===== src/rtl/nibble_sub_seq_if.sv =====
// Bundles the operand request channel, the result channel and the shared
// 4-bit adder hookup of nibble_sub_seq.
//   slave  : the sequencer's view (drives in_ready, out_*, alu_a/b/cin/en).
//   master : the requester/consumer and the adder's view.
// Optional signed-overflow flag ovf exists only when NIBBLE_SUB_OVF_EN is defined.
interface nibble_sub_seq_if #(
    parameter int unsigned NIBBLES = 4
);
    localparam int unsigned W = 4 * NIBBLES;

    logic         in_valid;
    logic         in_ready;
    logic [W-1:0] op_a;
    logic [W-1:0] op_b;
    logic         op_sub;
    logic         out_valid;
    logic         out_ready;
    logic [W-1:0] result;
    logic         carry_out;
    logic         alu_en;
    logic [3:0]   alu_a;
    logic [3:0]   alu_b;
    logic         alu_cin;
    logic [3:0]   alu_s;
    logic         alu_cout;
`ifdef NIBBLE_SUB_OVF_EN
    logic         ovf;

    modport slave (
        input  in_valid, op_a, op_b, op_sub, out_ready, alu_s, alu_cout,
        output in_ready, out_valid, result, carry_out, alu_en, alu_a, alu_b, alu_cin, ovf
    );
    modport master (
        output in_valid, op_a, op_b, op_sub, out_ready, alu_s, alu_cout,
        input  in_ready, out_valid, result, carry_out, alu_en, alu_a, alu_b, alu_cin, ovf
    );
`else
    modport slave (
        input  in_valid, op_a, op_b, op_sub, out_ready, alu_s, alu_cout,
        output in_ready, out_valid, result, carry_out, alu_en, alu_a, alu_b, alu_cin
    );
    modport master (
        output in_valid, op_a, op_b, op_sub, out_ready, alu_s, alu_cout,
        input  in_ready, out_valid, result, carry_out, alu_en, alu_a, alu_b, alu_cin
    );
`endif
endinterface


===== src/rtl/nibble_sub_seq.sv =====
// nibble_sub_seq: computes W-bit (W = 4*NIBBLES) a+b or a-b on a shared
// external 4-bit adder, one nibble per clock, LSB nibble first, carry chained.
// Subtraction is a + ~b + 1 (carry seeded with op_sub).
// Ports:
//   clk, rst_n           : clock, async active-low reset
//   bus (slave modport)  : in_valid/in_ready/op_a/op_b/op_sub request,
//                          out_valid/out_ready/result/carry_out response,
//                          alu_en/alu_a/alu_b/alu_cin to adder, alu_s/alu_cout back
// Optional: define NIBBLE_SUB_OVF_EN to add bus.ovf (signed overflow, valid in DONE).
// Every output is a register loaded from its next-state value, so the adder
// operands for nibble idx are presented during the cycle that consumes them.
module nibble_sub_seq #(
    parameter int unsigned NIBBLES = 4
) (
    input logic              clk,
    input logic              rst_n,
    nibble_sub_seq_if.slave  bus
);
    localparam int unsigned W     = 4 * NIBBLES;
    localparam int unsigned IDX_W = (NIBBLES > 1) ? $clog2(NIBBLES) : 1;
    localparam logic [IDX_W-1:0] LAST_IDX = IDX_W'(NIBBLES - 1);

    typedef enum logic [1:0] {IDLE, RUN, DONE} state_t;

    state_t           r_state, w_state_nxt;
    logic [IDX_W-1:0] r_idx, w_idx_nxt;
    logic [W-1:0]     r_a, w_a_nxt;
    logic [W-1:0]     r_b, w_b_nxt;
    logic [W-1:0]     r_res, w_res_nxt;
    logic             r_sub, w_sub_nxt;
    logic             r_carry, w_carry_nxt;

    logic             r_in_ready, w_in_ready_nxt;
    logic             r_out_valid, w_out_valid_nxt;
    logic [W-1:0]     r_result, w_result_nxt;
    logic             r_carry_out, w_carry_out_nxt;
    logic             r_alu_en, w_alu_en_nxt;
    logic [3:0]       r_alu_a, w_alu_a_nxt;
    logic [3:0]       r_alu_b, w_alu_b_nxt;
    logic             r_alu_cin, w_alu_cin_nxt;
`ifdef NIBBLE_SUB_OVF_EN
    logic             r_ovf, w_ovf_nxt;
    logic             w_msb_cin;
`endif

    // Next-state, datapath and registered-output values
    always_comb begin
        w_state_nxt = r_state;
        w_idx_nxt   = r_idx;
        w_a_nxt     = r_a;
        w_b_nxt     = r_b;
        w_res_nxt   = r_res;
        w_sub_nxt   = r_sub;
        w_carry_nxt = r_carry;

        case (r_state)
            IDLE: begin
                if (bus.in_valid && r_in_ready) begin
                    w_a_nxt     = bus.op_a;
                    w_b_nxt     = bus.op_b;
                    w_sub_nxt   = bus.op_sub;
                    w_carry_nxt = bus.op_sub;
                    w_res_nxt   = '0;
                    w_idx_nxt   = '0;
                    w_state_nxt = RUN;
                end
            end
            RUN: begin
                w_res_nxt[{r_idx, 2'b00} +: 4] = bus.alu_s;
                w_carry_nxt = bus.alu_cout;
                if (r_idx == LAST_IDX) begin
                    w_state_nxt = DONE;
                end else begin
                    w_idx_nxt = r_idx + IDX_W'(1);
                end
            end
            DONE: begin
                if (bus.out_ready) begin
                    w_state_nxt = IDLE;
                end
            end
            default: w_state_nxt = IDLE;
        endcase

        w_in_ready_nxt  = (w_state_nxt == IDLE);
        w_out_valid_nxt = (w_state_nxt == DONE);
        w_alu_en_nxt    = (w_state_nxt == RUN);
        w_alu_a_nxt     = '0;
        w_alu_b_nxt     = '0;
        w_alu_cin_nxt   = 1'b0;
        w_result_nxt    = '0;
        w_carry_out_nxt = 1'b0;

        // Present the nibble the next RUN cycle will add
        if (w_state_nxt == RUN) begin
            w_alu_a_nxt   = w_a_nxt[{w_idx_nxt, 2'b00} +: 4];
            w_alu_b_nxt   = w_b_nxt[{w_idx_nxt, 2'b00} +: 4] ^ {4{w_sub_nxt}};
            w_alu_cin_nxt = w_carry_nxt;
        end

        // Subtraction reports borrow, i.e. the inverted final carry
        if (w_state_nxt == DONE) begin
            w_result_nxt    = w_res_nxt;
            w_carry_out_nxt = w_sub_nxt ? ~w_carry_nxt : w_carry_nxt;
        end

`ifdef NIBBLE_SUB_OVF_EN
        // Carry into the MSB recovered from s3 = a3 ^ b3' ^ c3
        w_msb_cin = r_alu_a[3] ^ r_alu_b[3] ^ bus.alu_s[3];
        w_ovf_nxt = 1'b0;
        if (w_state_nxt == DONE) begin
            w_ovf_nxt = (r_state == RUN) ? (w_msb_cin ^ bus.alu_cout) : r_ovf;
        end
`endif
    end

    // State and output registers
    always_ff @(posedge clk or negedge rst_n) begin
        if (!rst_n) begin
            r_state     <= IDLE;
            r_idx       <= '0;
            r_a         <= '0;
            r_b         <= '0;
            r_res       <= '0;
            r_sub       <= 1'b0;
            r_carry     <= 1'b0;
            r_in_ready  <= 1'b1;
            r_out_valid <= 1'b0;
            r_result    <= '0;
            r_carry_out <= 1'b0;
            r_alu_en    <= 1'b0;
            r_alu_a     <= '0;
            r_alu_b     <= '0;
            r_alu_cin   <= 1'b0;
`ifdef NIBBLE_SUB_OVF_EN
            r_ovf       <= 1'b0;
`endif
        end else begin
            r_state     <= w_state_nxt;
            r_idx       <= w_idx_nxt;
            r_a         <= w_a_nxt;
            r_b         <= w_b_nxt;
            r_res       <= w_res_nxt;
            r_sub       <= w_sub_nxt;
            r_carry     <= w_carry_nxt;
            r_in_ready  <= w_in_ready_nxt;
            r_out_valid <= w_out_valid_nxt;
            r_result    <= w_result_nxt;
            r_carry_out <= w_carry_out_nxt;
            r_alu_en    <= w_alu_en_nxt;
            r_alu_a     <= w_alu_a_nxt;
            r_alu_b     <= w_alu_b_nxt;
            r_alu_cin   <= w_alu_cin_nxt;
`ifdef NIBBLE_SUB_OVF_EN
            r_ovf       <= w_ovf_nxt;
`endif
        end
    end

    assign bus.in_ready  = r_in_ready;
    assign bus.out_valid = r_out_valid;
    assign bus.result    = r_result;
    assign bus.carry_out = r_carry_out;
    assign bus.alu_en    = r_alu_en;
    assign bus.alu_a     = r_alu_a;
    assign bus.alu_b     = r_alu_b;
    assign bus.alu_cin   = r_alu_cin;
`ifdef NIBBLE_SUB_OVF_EN
    assign bus.ovf       = r_ovf;
`endif

endmodule


===== src/flat_wrapper.sv =====
// flat-port wrapper written by rule: the top's interface ports become plain ports
module nibble_sub_seq_flat 
#(
    parameter int unsigned NIBBLES = 4
)
  (clk, rst_n, bus_in_valid, bus_op_a, bus_op_b, bus_op_sub, bus_out_ready, bus_alu_s, bus_alu_cout, bus_in_ready, bus_out_valid, bus_result, bus_carry_out, bus_alu_en, bus_alu_a, bus_alu_b, bus_alu_cin);
  nibble_sub_seq_if #(.NIBBLES(NIBBLES)) bus_i ();
  input logic clk;
  input logic rst_n;
  input wire logic [$bits(bus_i.in_valid)-1:0] bus_in_valid;
  input wire logic [$bits(bus_i.op_a)-1:0] bus_op_a;
  input wire logic [$bits(bus_i.op_b)-1:0] bus_op_b;
  input wire logic [$bits(bus_i.op_sub)-1:0] bus_op_sub;
  input wire logic [$bits(bus_i.out_ready)-1:0] bus_out_ready;
  input wire logic [$bits(bus_i.alu_s)-1:0] bus_alu_s;
  input wire logic [$bits(bus_i.alu_cout)-1:0] bus_alu_cout;
  output wire logic [$bits(bus_i.in_ready)-1:0] bus_in_ready;
  output wire logic [$bits(bus_i.out_valid)-1:0] bus_out_valid;
  output wire logic [$bits(bus_i.result)-1:0] bus_result;
  output wire logic [$bits(bus_i.carry_out)-1:0] bus_carry_out;
  output wire logic [$bits(bus_i.alu_en)-1:0] bus_alu_en;
  output wire logic [$bits(bus_i.alu_a)-1:0] bus_alu_a;
  output wire logic [$bits(bus_i.alu_b)-1:0] bus_alu_b;
  output wire logic [$bits(bus_i.alu_cin)-1:0] bus_alu_cin;
  assign bus_i.in_valid = bus_in_valid;
  assign bus_i.op_a = bus_op_a;
  assign bus_i.op_b = bus_op_b;
  assign bus_i.op_sub = bus_op_sub;
  assign bus_i.out_ready = bus_out_ready;
  assign bus_i.alu_s = bus_alu_s;
  assign bus_i.alu_cout = bus_alu_cout;
  assign bus_in_ready = bus_i.in_ready;
  assign bus_out_valid = bus_i.out_valid;
  assign bus_result = bus_i.result;
  assign bus_carry_out = bus_i.carry_out;
  assign bus_alu_en = bus_i.alu_en;
  assign bus_alu_a = bus_i.alu_a;
  assign bus_alu_b = bus_i.alu_b;
  assign bus_alu_cin = bus_i.alu_cin;
  nibble_sub_seq #(.NIBBLES(NIBBLES)) u_core (.clk(clk), .rst_n(rst_n), .bus(bus_i));
endmodule

===== config.mk =====
export PLATFORM = sky130hd
export DESIGN_NAME = nibble_sub_seq_flat
export DESIGN_NICKNAME = d
export VERILOG_FILES = /design/src/rtl/nibble_sub_seq_if.sv /design/src/rtl/nibble_sub_seq.sv /design/src/flat_wrapper.sv
export SDC_FILE = /design/constraint.sdc
export NUM_CORES = 1
export LEC_CHECK = 0
export CORE_ASPECT_RATIO = 0.9
export CORE_MARGIN = 2
export CORE_UTILIZATION = 35
export CTS_CLUSTER_DIAMETER = 30
export CTS_CLUSTER_SIZE = 14
export DETAILED_ROUTE_END_ITERATION = 10
export PLACE_DENSITY_LB_ADDON = 0.15
export SKIP_LAST_GASP = 1
export SLEW_MARGIN = 15
export SYNTH_ARGS = -nofsm -noshare
export SYNTH_HDL_FRONTEND = slang
export SYNTH_SLANG_ARGS = --single-unit

===== constraint.sdc =====
create_clock -name clk -period 2.7 [get_ports clk]
set_clock_uncertainty 0.15 [all_clocks]
set_input_delay 0.27 -clock clk [delete_from_list [all_inputs] [get_ports clk]]
set_output_delay 0.27 -clock clk [all_outputs]
set_load 0.01 [all_outputs]

Word level (Yosys, flattened, before mapping). Cells that the tools add are included.

Bits of input ports: 42. Register bits after elaboration: 83. Word-level logic and storage cells: 55. Output and inout bits: 29.

Equal/unequal tests: 5. Mux-type cells: 24. Bitwise operators: 2. Shift-type cells: 4. $add $sub $neg: 2. Reduce and logical (&&, ||, !) cells: 3.

Operator list (number): 2-to-1 mux 16 bit (6); one-hot mux 16 bit (2 select lines) (1); indexed part select 16 x 5 -> 4 bit (2); bitwise mux 16 bit (1); variable shift 4 x 6 -> 16 bit (first input constant) (1); indexed part select 4 x 6 -> 16 bit (1); 2-to-1 mux 2 bit (5); 2-to-1 mux 4 bit (2); equality test 2 bit (second input constant) (3); 2-to-1 mux 1 bit (6); negation 4 -> 6 bit (1); one-hot mux 2 bit (3 select lines) (1); equality test 2 x 1 -> 1 bit (second input constant) (2); zero test 2 bit (2); one-hot mux 2 bit (2 select lines) (1); XOR 4 bit (1); adder 2 x 1 -> 2 bit (second input constant) (1); one-hot mux 1 bit (2 select lines) (1); logical AND 1 bit (1); NOT 1 bit (1).

Longest topological paths before layout.
Depth after elaboration: 6. Mapped depth: 8. Mapped depth without buffers: 7.

Least setup slack after synthesis. OpenSTA, ideal clock, no wires.

Path type: flip-flop to flip-flop. Start point: reg u_core.r_in_ready, in the netlist u_core.bus.in_ready. End point: reg u_core.r_alu_a[1], in the netlist u_core.bus.alu_a[1]. Setup time: 0.122 ns. Data arrival time: 1.968 ns. Required time: 2.428 ns. Slack: 0.461 ns. Clock period less this slack: 2.239 ns. Buffers on the path: 1. Cell stages (with the launch flop): 7. Cells stage by stage: dfstp_2 nand3b_1 nor2_1 buf_2 mux2_2 or2_2 a32o_1.

Word-level cells in the longest chain between the ends: 5. Elaborated cells on any way between the ends: 10. Classes of those cells: eq/ne: 1; shift: 1; mux: 7; reduce/logical: 1.

Ends and longest elaborated chain: start, declared (RTL line nibble_sub_seq.sv:33) `logic r_in_ready, w_in_ready_nxt;`; start signal, assigned (RTL line nibble_sub_seq.sv:146) `r_in_ready <= w_in_ready_nxt;`; logical AND 1 bit (RTL line nibble_sub_seq.sv:58) `if (bus.in_valid && r_in_ready) begin`; 2-to-1 mux 16 bit (RTL line nibble_sub_seq.sv:58); 2-to-1 mux 16 bit (RTL line nibble_sub_seq.sv:56) `case (r_state)`; named net u_core.w_a_nxt[9] (RTL line nibble_sub_seq.sv:27) `logic [W-1:0] r_a, w_a_nxt;`; indexed part select 16 x 5 -> 4 bit (RTL line nibble_sub_seq.sv:96) `w_alu_a_nxt = w_a_nxt[{w_idx_nxt, 2'b00} +: 4];`; 2-to-1 mux 4 bit (RTL line nibble_sub_seq.sv:95) `if (w_state_nxt == RUN) begin`; named net u_core.w_alu_a_nxt[1] (RTL line nibble_sub_seq.sv:38) `logic [3:0] r_alu_a, w_alu_a_nxt;`; end signal, assigned (RTL line nibble_sub_seq.sv:151) `r_alu_a <= w_alu_a_nxt;`; end, declared (RTL line nibble_sub_seq.sv:38).

The timed path passes the listed nets, and every way through them passes these cells.

Worst setup path in the final report.
Start point: reg u_core.r_idx[0]. End point: reg u_core.r_alu_b[1], in the netlist u_core.bus.alu_b[1].

Word-level cells in the longest chain between the ends: 6. Elaborated cells on any way between the ends: 11. Classes of those cells: add/sub: 1; eq/ne: 2; shift: 1; mux: 6; bitwise: 1.

Ends and longest elaborated chain: start, declared (RTL line nibble_sub_seq.sv:26) `logic [IDX_W-1:0] r_idx, w_idx_nxt;`; start signal, assigned (RTL line nibble_sub_seq.sv:140) `r_idx <= w_idx_nxt;`; adder 2 x 1 -> 2 bit or equality test 2 bit (tied branches) (RTL line nibble_sub_seq.sv:74, nibble_sub_seq.sv:71); 2-to-1 mux 2 bit (*) (RTL line nibble_sub_seq.sv:71) `if (r_idx == LAST_IDX) begin`; one-hot mux 2 bit (2 select lines) (*) (RTL line nibble_sub_seq.sv:56); named net u_core.w_idx_nxt[1] (RTL line nibble_sub_seq.sv:26); indexed part select 16 x 5 -> 4 bit (*) (RTL line nibble_sub_seq.sv:97) `w_alu_b_nxt = w_b_nxt[{w_idx_nxt, 2'b00} +: 4] ^ {4{w_sub_nxt}};`; XOR 4 bit (*) (RTL line nibble_sub_seq.sv:97); 2-to-1 mux 4 bit (*) (RTL line nibble_sub_seq.sv:95); named net u_core.w_alu_b_nxt[1] (RTL line nibble_sub_seq.sv:39) `logic [3:0] r_alu_b, w_alu_b_nxt;`; end signal, assigned (RTL line nibble_sub_seq.sv:152) `r_alu_b <= w_alu_b_nxt;`; end, declared (RTL line nibble_sub_seq.sv:39).

Mark *: on every way through the listed nets, which the timed path passes. The rest lies on a longest branch.

==> flow_metrics.py <==
metrics = {
    "critical_path": {
        "crit_type": "flop to flop",
        "slowest_stage": "dfrtp_1",
        "worstPathCellList": "inv_1 -> ha_1 -> or3b_1 -> o311ai_2 -> nor2_1 -> a221oi_1 -> mux2i_1",
        "startpoint_type": "flop",
        "arrival_ps": 2440,
        "cpPeakStageDelay_ps": 540,
        "crit_required_ps": 2800,
        "worstPathMaxFanout": 9,
        "critPathCaptureType": "flop",
    },
    "timing": {
        "min_period_over_period": 0.868,
        "timing.hold.ws_ps": 292,
        "fmax_mhz": 427,
        "maxSlewViolCount": 0,
        "setup_tns_ps": 0,
        "postLayoutSetupSlackWorst_ps": 357,
        "period_minus_slack_ps": 2340,
        "relSlewSlack": 0.308,
        "finalHoldViolations": 0,
        "grt_setup_unrepaired": "no",
        "worst_pin_slew_ps": 1030,
        "setup_viol": 0,
    },
    "place": {
        "dp_cells": 513,
        "io_buffer_count": 70,
        "postPlaceCellArea_um2": 4460,
        "gp_congestion": 0.725,
        "dpl_worst_slack_ps": 244,
        "dp_hpwl_um": 5320,
    },
    "clock_tree": {
        "clk_pin_slew_ps": 60,
        "cts_buffers": 9,
        "ctsHoldBuffers": 1,
        "cts.root.buffer_cell": "clkbuf_16",
        "htree_levels": 3,
        "cts.sinks": 83,
        "post_cts_resized": 0,
        "post-cts-setup-buffers": 0,
        "cts_tree": "built",
        "clkLatencyLatePin_ps": 330,
        "clock_path_buffers": 2,
    },
    "die": {
        "row_count": 35,
        "dieWidth_um": 111,
        "core_um2": 10100,
        "fp.dieH_um": 100,
        "die-area_um2": 11100,
        "start_util": 0.354,
        "io_pins": 71,
    },
    "yosys": {
        "synthFlopType": "dfrtp_1",
        "yosys.area.top_type": "dfrtp_1",
        "syn-num-nets": 367,
        "async_reset_ff_frac": 1.00,
        "ys_warn_count": 0,
        "synthesis.area_um2": 3580,
        "syn_inst": 318,
        "synth_edf_count": 0,
        "synth_area_leaders": "dfrtp_1 (57%), nand2_1 (9.0%), mux2i_1 (6.7%)",
        "synth_cell_types": 36,
        "netlist.area_leader.share": 0.573,
        "synth-seq-cells": 83,
        "ys_seq_area_frac": 0.580,
        "synth.avg_cell_area_um2": 11.3,
    },
    "power_and_ir_drop": {
        "seq_power_share": 0.358,
        "ir_drop_mv": 0.480,
        "p_int_mw": 3.56,
        "p_leak_nw": 2.25,
        "power.share.switching": 0.344,
        "comb_power_share": 0.411,
        "finalPower_mw": 5.43,
        "p_switching_mw": 1.87,
        "clkPwrFrac": 0.231,
        "p_per_area_nw_per_um2": 1140,
    },
    "drt": {
        "drc": 0,
        "ant_nets": 0,
        "vias": 2494,
        "wl_per_cell_um": 14.6,
        "first_pass_iters": 4,
        "vias_per_cell": 4.71,
        "drt_iter0_markers": 84,
        "routed_wl_um": 7750,
    },
    "global_routing": {
        "grt_max_degree": 48,
        "grtUsageTotal": 0.147,
        "grt_pass1_wl_um": 12900,
        "antenna_found_initial": 0,
        "grt_pass1_vias": 2513,
        "grt_remaining_overflow": 0,
    },
    "final_layout": {
        "post-route-cell-area_um2": 4770,
        "syn2layout_area_growth_pct": 33.3,
        "nNetsFinal": 445,
        "fin_util": 0.472,
        "fin_cells": 530,
        "layout_common_cells": "nand2_1 (86), dfrtp_1 (82), clkdlybuf4s50_1 (69)",
        "drive_gt1_frac": 0.112,
        "n_antenna_cell": 0,
        "layout_commonest_cell": "nand2_1",
    },
    "worst_hold_path": {
        "hold_class": "input pin to asynchronous set/reset pin",
    },
    "flow_run": {
        "cap_violations": 0,
    },
    "outcome": {
        "status": "complete, no violations",
    },
}
## cell type report
cell class	instances	area, µm²
Timing Repair Buffer	80	788
Inverter	6	22.5
Tap cell	129	161
Fill cell	964	5340
Clock inverter	1	30.0
Multi-Input combinational cell	216	1420
Sequential cell	83	2080
Clock buffer	15	278
## final timing paths
| check | from | to | slack, ps | cells past startpoint |
|---|---|---|---|---|
| setup / recovery | u_core.r_idx[0] | u_core.bus.alu_b[1] | 360 | 7 |
| hold / removal | rst_n | u_core.bus.result[4] | 290 | 2 |
| setup reg to reg | u_core.r_idx[0] | u_core.bus.alu_b[1] | 360 | 7 |
| hold reg to reg | u_core.r_a[5] | u_core.r_a[5] | 320 | 2 |
| max in group asynchronous | rst_n | u_core.bus.in_ready | 1440 | 3 |
| min in group clk | bus_op_b[5] | u_core.r_b[5] | 310 | 3 |
## state kept, by name (all words and copies together) (netlist names), 2 cells and up
signal	cells
u_core.bus.alu_b	4
u_core.r_b	16
u_core.r_res	16
u_core.r_state	2
u_core.r_a	16
u_core.bus.result	16
u_core.r_idx	2
u_core.bus.alu_a	4
## cells by family after synthesis
family	Yosys count	share of synthesized area
DFF	83	0.580
buffers and inverters	19	0.0248
xor gates and xnor gates	1	0.00245
adders and majority gates	7	0.0245
and+or+nand+nor	138	0.179
AOI/OAI and AO/OA	37	0.0936
muxes	33	0.0954
## power groups by stage
stage | Sequential, mW | Combinational [mW] | Clock, mW
final | 1.94 | 2.23 | 1.25
after global routing | 2.00 | 2.48 | 1.35
after CTS | 1.94 | 2.26 | 1.30
after detailed placement | 1.96 | 2.25 | 0
after global placement | 1.96 | 2.21 | 0
after floorplan | 1.91 | 1.61 | 0
## routing by layer
metal | GRT usage | vias up | share of wire
met4 | 0.0519 | 0 | 0.011
met5 | 0 | - | 0
met3 | 0.0380 | 8 | 0.036
met2 | 0.214 | 48 | 0.45
met1 | 0.212 | 1205 | 0.51
li1 | - | 1233 | -
## worst max-delay path: cells and delay by family, from the launching register on
kind	cells	cell delay, ps
DFF	1	540
AOI/OAI and AO/OA	2	430
and+or+nand+nor	2	510
muxes	1	230
adders and majority gates	1	250
buffers and inverters	1	150
## cell usage after synthesis (4+ instances only)
master / instances
nand2_1: 86
dfrtp_1: 82
mux2i_1: 24
and2_1: 19
a32o_1: 16
nor2_1: 10
clkbuf_1: 9
mux2_2: 9
ha_1: 7
inv_1: 6
nand2b_1: 6
a21o_1: 5
a221oi_1: 5
or2_2: 5
o21ai_0: 4
Power figures use the tool's default switching activity.
